## src/rtl/blit_pkg.sv

```systemverilog
// Shared types and default geometry for the sprite blitter.
package blit_pkg;

  typedef enum logic [1:0] {
    IDLE,
    RUN,
    DRAIN,
    FINISH
  } blit_state_t;

  localparam int BLIT_ADDR_W  = 19;
  localparam int BLIT_COLOR_W = 12;
  localparam int BLIT_FB_W    = 640;
  localparam int BLIT_FB_H    = 480;

  localparam logic [BLIT_COLOR_W-1:0] BLIT_TRANSPARENT_KEY = 12'h000;

  // Start-of-row offset for the first destination row; later rows are accumulated.
  function automatic int row_offset(input logic [8:0] y, input int stride);
    return int'({23'd0, y}) * stride;
  endfunction

endpackage

```

## src/rtl/blit_addr_gen.sv

```systemverilog
// Raster walker: column/row counters, incremental ROM address and destination row base.
// Outputs describe the pixel whose ROM read is presented this cycle.
module blit_addr_gen
  import blit_pkg::*;
#(
  parameter int ADDR_W  = BLIT_ADDR_W,
  parameter int FB_W    = BLIT_FB_W,
  parameter int FB_BASE = 0
) (
  input  logic              clk,
  input  logic              rst_n,
  input  logic              load,
  input  logic              step,
  input  logic [ADDR_W-1:0] src,
  input  logic [9:0]        posx,
  input  logic [8:0]        posy,
  input  logic [9:0]        width,
  input  logic [8:0]        height,
  input  logic              mirror,
  output logic [ADDR_W-1:0] rom_addr,
  output logic              pix_vld,
  output logic [10:0]       pix_x,
  output logic [10:0]       pix_y,
  output logic [ADDR_W-1:0] row_base,
  output logic              last
);

  logic [9:0]        i;
  logic [8:0]        j;
  logic [9:0]        w_q;
  logic [8:0]        h_q;
  logic [10:0]       posx_q;
  logic              mirror_q;
  logic [ADDR_W-1:0] row_src;
  logic [ADDR_W-1:0] next_row_src;
  logic              row_end;

  assign row_end      = (i == w_q - 10'd1);
  assign last         = pix_vld && row_end && (j == h_q - 9'd1);
  assign next_row_src = row_src + ADDR_W'(w_q);

  // Row-major source with stride == width: unmirrored reads are simply +1 every pixel.
  always_ff @(posedge clk or negedge rst_n) begin
    if (!rst_n) begin
      i        <= '0;
      j        <= '0;
      w_q      <= '0;
      h_q      <= '0;
      posx_q   <= '0;
      mirror_q <= 1'b0;
      row_src  <= '0;
      rom_addr <= '0;
      pix_vld  <= 1'b0;
      pix_x    <= '0;
      pix_y    <= '0;
      row_base <= '0;
    end else if (load) begin
      i        <= '0;
      j        <= '0;
      w_q      <= width;
      h_q      <= height;
      posx_q   <= {1'b0, posx};
      mirror_q <= mirror;
      row_src  <= src;
      rom_addr <= mirror ? src + ADDR_W'(width) - ADDR_W'(1) : src;
      pix_vld  <= (width != 10'd0) && (height != 9'd0);
      pix_x    <= {1'b0, posx};
      pix_y    <= {2'b00, posy};
      row_base <= ADDR_W'(FB_BASE + row_offset(posy, FB_W));
    end else if (step) begin
      pix_vld <= 1'b1;
      if (row_end) begin
        i        <= '0;
        j        <= j + 9'd1;
        row_src  <= next_row_src;
        rom_addr <= mirror_q ? next_row_src + ADDR_W'(w_q) - ADDR_W'(1) : next_row_src;
        pix_x    <= posx_q;
        pix_y    <= pix_y + 11'd1;
        row_base <= row_base + ADDR_W'(FB_W);
      end else begin
        i        <= i + 10'd1;
        rom_addr <= mirror_q ? rom_addr - ADDR_W'(1) : rom_addr + ADDR_W'(1);
        pix_x    <= pix_x + 11'd1;
      end
    end else begin
      pix_vld <= 1'b0;
    end
  end

endmodule

```

## src/rtl/sprite_blitter.sv

```systemverilog
// Sprite blitter: streams ROM pixels into the frame buffer with clipping and colour-key.
// Define SPRITE_BLITTER_MIRROR_EN to add cmd_mirror for horizontal flips.
module sprite_blitter
  import blit_pkg::*;
#(
  parameter int                   ADDR_W          = BLIT_ADDR_W,
  parameter int                   COLOR_W         = BLIT_COLOR_W,
  parameter int                   FB_W            = BLIT_FB_W,
  parameter int                   FB_H            = BLIT_FB_H,
  parameter int                   FB_BASE         = 0,
  parameter logic [COLOR_W-1:0]   TRANSPARENT_KEY = BLIT_TRANSPARENT_KEY
) (
  input  logic               clk,
  input  logic               rst_n,
  input  logic               cmd_valid,
  output logic               cmd_ready,
  input  logic [9:0]         cmd_posx,
  input  logic [8:0]         cmd_posy,
  input  logic [9:0]         cmd_width,
  input  logic [8:0]         cmd_height,
  input  logic [ADDR_W-1:0]  cmd_src_addr,
`ifdef SPRITE_BLITTER_MIRROR_EN
  input  logic               cmd_mirror,
`endif
  output logic [ADDR_W-1:0]  rom_addr,
  input  logic [COLOR_W-1:0] rom_data,
  output logic               fb_we,
  output logic [ADDR_W-1:0]  fb_addr,
  output logic [COLOR_W-1:0] fb_wdata,
  output logic               done
);

  blit_state_t       state;
  logic              handshake;
  logic              step;
  logic              mirror;
  logic              pix_vld;
  logic [10:0]       pix_x;
  logic [10:0]       pix_y;
  logic [ADDR_W-1:0] row_base;
  logic              last;

  logic              s1_vld;
  logic [10:0]       s1_x;
  logic [10:0]       s1_y;
  logic [ADDR_W-1:0] s1_base;

`ifdef SPRITE_BLITTER_MIRROR_EN
  assign mirror = cmd_mirror;
`else
  assign mirror = 1'b0;
`endif

  assign handshake = (state == IDLE) && cmd_valid && cmd_ready;
  assign step      = (state == RUN) && !last;

  blit_addr_gen #(
    .ADDR_W  (ADDR_W),
    .FB_W    (FB_W),
    .FB_BASE (FB_BASE)
  ) u_addr_gen (
    .clk      (clk),
    .rst_n    (rst_n),
    .load     (handshake),
    .step     (step),
    .src      (cmd_src_addr),
    .posx     (cmd_posx),
    .posy     (cmd_posy),
    .width    (cmd_width),
    .height   (cmd_height),
    .mirror   (mirror),
    .rom_addr (rom_addr),
    .pix_vld  (pix_vld),
    .pix_x    (pix_x),
    .pix_y    (pix_y),
    .row_base (row_base),
    .last     (last)
  );

  always_ff @(posedge clk or negedge rst_n) begin
    if (!rst_n) begin
      state     <= IDLE;
      cmd_ready <= 1'b1;
      done      <= 1'b0;
    end else begin
      case (state)
        IDLE: begin
          done <= 1'b0;
          if (handshake) begin
            cmd_ready <= 1'b0;
            state     <= (cmd_width == 10'd0 || cmd_height == 9'd0) ? FINISH : RUN;
          end else begin
            cmd_ready <= 1'b1;
          end
        end
        RUN: begin
          if (last) state <= DRAIN;
        end
        // Once the read stage is empty, the final pixel sits in s1 and writes on this edge.
        DRAIN: begin
          if (!pix_vld) state <= FINISH;
        end
        FINISH: begin
          done  <= 1'b1;
          state <= IDLE;
        end
        default: state <= IDLE;
      endcase
    end
  end

  // Stage 1 lines the pixel tag up with rom_data, which arrives one cycle after rom_addr.
  always_ff @(posedge clk or negedge rst_n) begin
    if (!rst_n) begin
      s1_vld  <= 1'b0;
      s1_x    <= '0;
      s1_y    <= '0;
      s1_base <= '0;
    end else begin
      s1_vld  <= pix_vld;
      s1_x    <= pix_x;
      s1_y    <= pix_y;
      s1_base <= row_base;
    end
  end

  always_ff @(posedge clk or negedge rst_n) begin
    if (!rst_n) begin
      fb_we    <= 1'b0;
      fb_addr  <= '0;
      fb_wdata <= '0;
    end else begin
      fb_we    <= s1_vld && (s1_x < 11'(FB_W)) && (s1_y < 11'(FB_H)) &&
                  (rom_data != TRANSPARENT_KEY);
      fb_addr  <= s1_base + ADDR_W'(s1_x);
      fb_wdata <= rom_data;
    end
  end

endmodule

```

## config.mk

```make
export PLATFORM = sky130hd
export DESIGN_NAME = sprite_blitter
export DESIGN_NICKNAME = d
export VERILOG_FILES = /design/src/rtl/blit_pkg.sv /design/src/rtl/blit_addr_gen.sv /design/src/rtl/sprite_blitter.sv
export SDC_FILE = /design/constraint.sdc
export NUM_CORES = 1
export LEC_CHECK = 0
export ABC_AREA = 1
export CORE_ASPECT_RATIO = 0.5
export CORE_MARGIN = 2
export CORE_UTILIZATION = 60
export DETAILED_ROUTE_END_ITERATION = 8
export PLACE_DENSITY = 0.86
export SLEW_MARGIN = 5
export SYNTH_ARGS = -nofsm -noshare
export SYNTH_HDL_FRONTEND = slang
export SYNTH_HIERARCHICAL = 1
export SYNTH_SLANG_ARGS = --single-unit
```

## constraint.sdc

```tcl
create_clock -name clk -period 7.51 [get_ports clk]
set_input_delay 1.502 -clock clk [delete_from_list [all_inputs] [get_ports clk]]
set_output_delay 1.502 -clock clk [all_outputs]
set_load 0.005 [all_outputs]
```

==> impl_metrics.yaml <==
global_routing:
  gr-total-overflow: 0
  grt_pass1_wl_um: 64130
  grt_use_total: 0.3143
  grt_max_degree: 181
  grt_pass1_vias: 12884
  antenna_found_initial: 0
setup_path:
  cpPeakStageDelay_ps: 550
  cp-end-kind: "register"
  critPathArrivalTime_ps: 4700
  slowest_stage: "nor2_1"
  crit_buf_inv: 6
  path_max_fanout: 52
  crit_chain: "inv_1 -> ha_1 -> nand4_2 -> nor2_1 -> xnor2_1 -> inv_1 -> nand4_1 -> nor3_1 -> nor2_1 -> nor2_2 -> buf_4 -> inv_1 -> nand2_4 -> inv_2 -> buf_4 -> o211ai_1 -> o21ai_0"
  startpoint_type: "register"
  crit_path_frequent_cell: "inv_1"
  crit_required_ps: 7880
  crit_type: "reg -> reg"
  cpLargestDelayFamily: "buffers and inverters"
clock_network:
  clk_pin_slew_worst_paths_ps: 80
  clk_root_buffer_cell: "clkbuf_16"
  cts_setup_buffers: 0
  cts_hold_buf: 0
  max-clock-path-buffers: 2
  clk_latency_ps: 470
  post_cts_resized: 0
  cts_buffers: 17
  cts_tree: "done"
  cts.sinks: 195
  htreeDepth: 4
timing:
  clock-skew-final_ps: 16.17
  rsz0062_at_grt: "false"
  drv_slew: 0
  timing.final.ws_setup_ps: 3182
  fin_crit_ps: 4328
  fin_tns_setup_ps: 0
  fmax_ghz: 0.2310
  setup_violations: 0
  final_hold_viol_count: 0
  maxSlewHeadroom: 0.3064
  finalCritPeriodShare: 0.5763
  timing.hold.ws_ps: 399.9
  tightestPinTransition_ps: 1040
cells_and_area:
  multi_input_area_um2: 8453
  fillers: 1974
  ff_latch_area_um2: 4881
  final_cell_area_um2: 16650
  syn_to_final_growth_pct: 14.29
  final_nets: 2328
  antenna_cells: 0
  final_layout_size_suffix_gt1_frac: 0.04056
routing:
  drc_errors: 0
  vias: 13830
  dr.pass1.iters: 6
  wl_um: 39120
  antenna_left: 0
  drtIter0Drc: 1565
  wl_per_cell_um: 15.90
  vias_per_cell: 5.622
synth:
  synth-xor-area-share: 0.06304
  yosys_warnings: 6
  synthSimpleGateAreaFrac: 0.2730
  ys_seq_area_frac: 0.3351
  synth.ff_latch_count: 195
  synth_compound_area_frac: 0.1304
  synth_area_um2: 14570
  synth_top_family_by_area: "simple AND/OR/NAND/NOR gates"
  synthMuxAreaShare: 0.001460
  ys_types: 54
  yosys.area.top_type_share: 0.3332
  synthTopCellsByArea: "dfrtp_1 (33%), nand2_1 (15%), ha_1 (10%)"
  syn-instance-count: 2031
  synth_top_area_cell: "dfrtp_1"
  synth_fa_ha_area_frac: 0.1096
  avgSynthCellArea_um2: 7.173
floorplan:
  dieWidth_um: 224.4
  rows: 40
  die-area_um2: 25620
  core_area_um2: 23920
  dieHeight_um: 114.2
  start_util: 0.6089
  io_pins: 125
pwr:
  power_mw: 2.280
  vdd_drop_max_uv: 162.4
  power.density_nw_per_um2: 136.9
  p_leak_nw: 8.401
min_path:
  hp-class: "reg -> reg"
placement:
  dpl_worst_slack_ps: 2858
  dpl.hpwl_um: 29210
  io_buffers: 124
  gp_congestion: 0.9550
  dpl_cell_area_um2: 16030
flow_run:
  cap_violations: 0
run_status:
  status: "finished clean"
==> report_power, final <==
group	total, mW	internal, mW	switching (mW)	leakage [nW]
Sequential	1.06	1.06	0.00359	2.20
Combinational	0.257	0.109	0.147	5.90
Clock	0.961	0.489	0.471	0.303
Total	2.28	1.66	0.622	8.40
==> through the flow <==
step,util,std cells
finish,0.6960,2460
global route,0.6960,2460
CTS,0.6960,2460
detailed placement,0.6700,2428
global placement,0.6700,2428
floorplan,-,2037
==> registers in the layout (all words and copies together), names as in the netlist, 2 cells and up <==
signal	cells
fb_addr	19
s1_base	19
u_addr_gen/rom_addr	19
u_addr_gen/row_src	19
fb_wdata	12
u_addr_gen/row_base	12
s1_x	11
u_addr_gen/pix_x	11
u_addr_gen/pix_y	11
u_addr_gen/i	10
u_addr_gen/posx_q	10
u_addr_gen/w_q	10
u_addr_gen/h_q	9
u_addr_gen/j	9
s1_y	6
state	2
==> kinds of logic (layout without fill, tap and decap cells) <==
group,Yosys count,count (layout)
mux,2,2
xor+xnor,104,104
simple gates,946,946
fa+ha+maj,124,124
other cells,2,8
flops,195,195
buf+inv,318,426
compound gates,340,340
==> cells in the final DEF (no fill, tap or decap), types with 8 or more instances in the layout <==
cell / instances
o211ai_1: 20
clkbuf_16: 17
o21bai_1: 8
nor4_1: 12
a21oi_1: 107
inv_1: 254
nand3b_1: 9
nor3_1: 22
nand2_1: 566
inv_2: 8
o31ai_1: 8
o21ai_0: 148
nand4_1: 34
dfrtp_1: 194
xnor2_1: 39
clkdlybuf4s50_1: 123
xor2_1: 64
ha_1: 118
nand2_2: 11
conb_1: 8
nand3_1: 115
nor2_1: 153
==> metal layers <==
| metal | part of all wire | GRT usage |
|---|---|---|
| met1 | 0.45 | 0.4282 |
| met2 | 0.45 | 0.5057 |
| met3 | 0.065 | 0.05851 |
| met4 | 0.029 | 0.1148 |
| met5 | 0 | 0 |
==> area by class of cell <==
type,instances,share of cell area
multi-input cells,1524,0.5077
flip-flops and latches,195,0.2932
repair buffers,132,0.07913
inverters,262,0.05907
clock buffers,18,0.02638
well taps,315,0.02367
clock inverters,14,0.01090
==> Yosys cell counts, drive strengths merged <==
master	n
a21o	6
o211ai	20
a22oi	1
dfrtp	194
or2	6
nor3	22
a21oi	110
o21bai	8
nand2	578
and2	3
clkbuf	29
a21boi	5
and3	2
xnor2	39
o22ai	7
o21ai	155
o21a	4
nand3	117
inv	262
a211oi	2
nor2	162
mux2	1
dfstp	1
o31ai	8
xor2	65
nand3b	9
o32ai	2
nor4	12
fa	6
o2111ai	1
buf	27
conb	2
mux2i	1
nand4	35
ha	118
a22o	1
o41ai	1
a31oi	9
==> path summary, 6_finish.rpt <==
kind | start | to | slack (ps) | depth (start not counted)
setup / recovery | u_addr_gen/w_q[0]$_DFFE_PN0P_ | u_addr_gen/row_base[10]$_DFFE_PN0P_ | 3180 | 17
hold / removal | u_addr_gen/pix_x[10]$_DFFE_PN0P_ | s1_x[10]$_DFF_PN0_ | 400 | 0
setup reg to reg | u_addr_gen/w_q[0]$_DFFE_PN0P_ | u_addr_gen/row_base[10]$_DFFE_PN0P_ | 3180 | 17
hold reg to reg | u_addr_gen/pix_x[10]$_DFFE_PN0P_ | s1_x[10]$_DFF_PN0_ | 400 | 0
max in group asynchronous | rst_n | u_addr_gen/rom_addr[7]$_DFFE_PN0P_ | 5390 | 2
min in group asynchronous | rst_n | u_addr_gen/row_src[18]$_DFFE_PN0P_ | 880 | 1
Power figures use the tool's default switching activity.
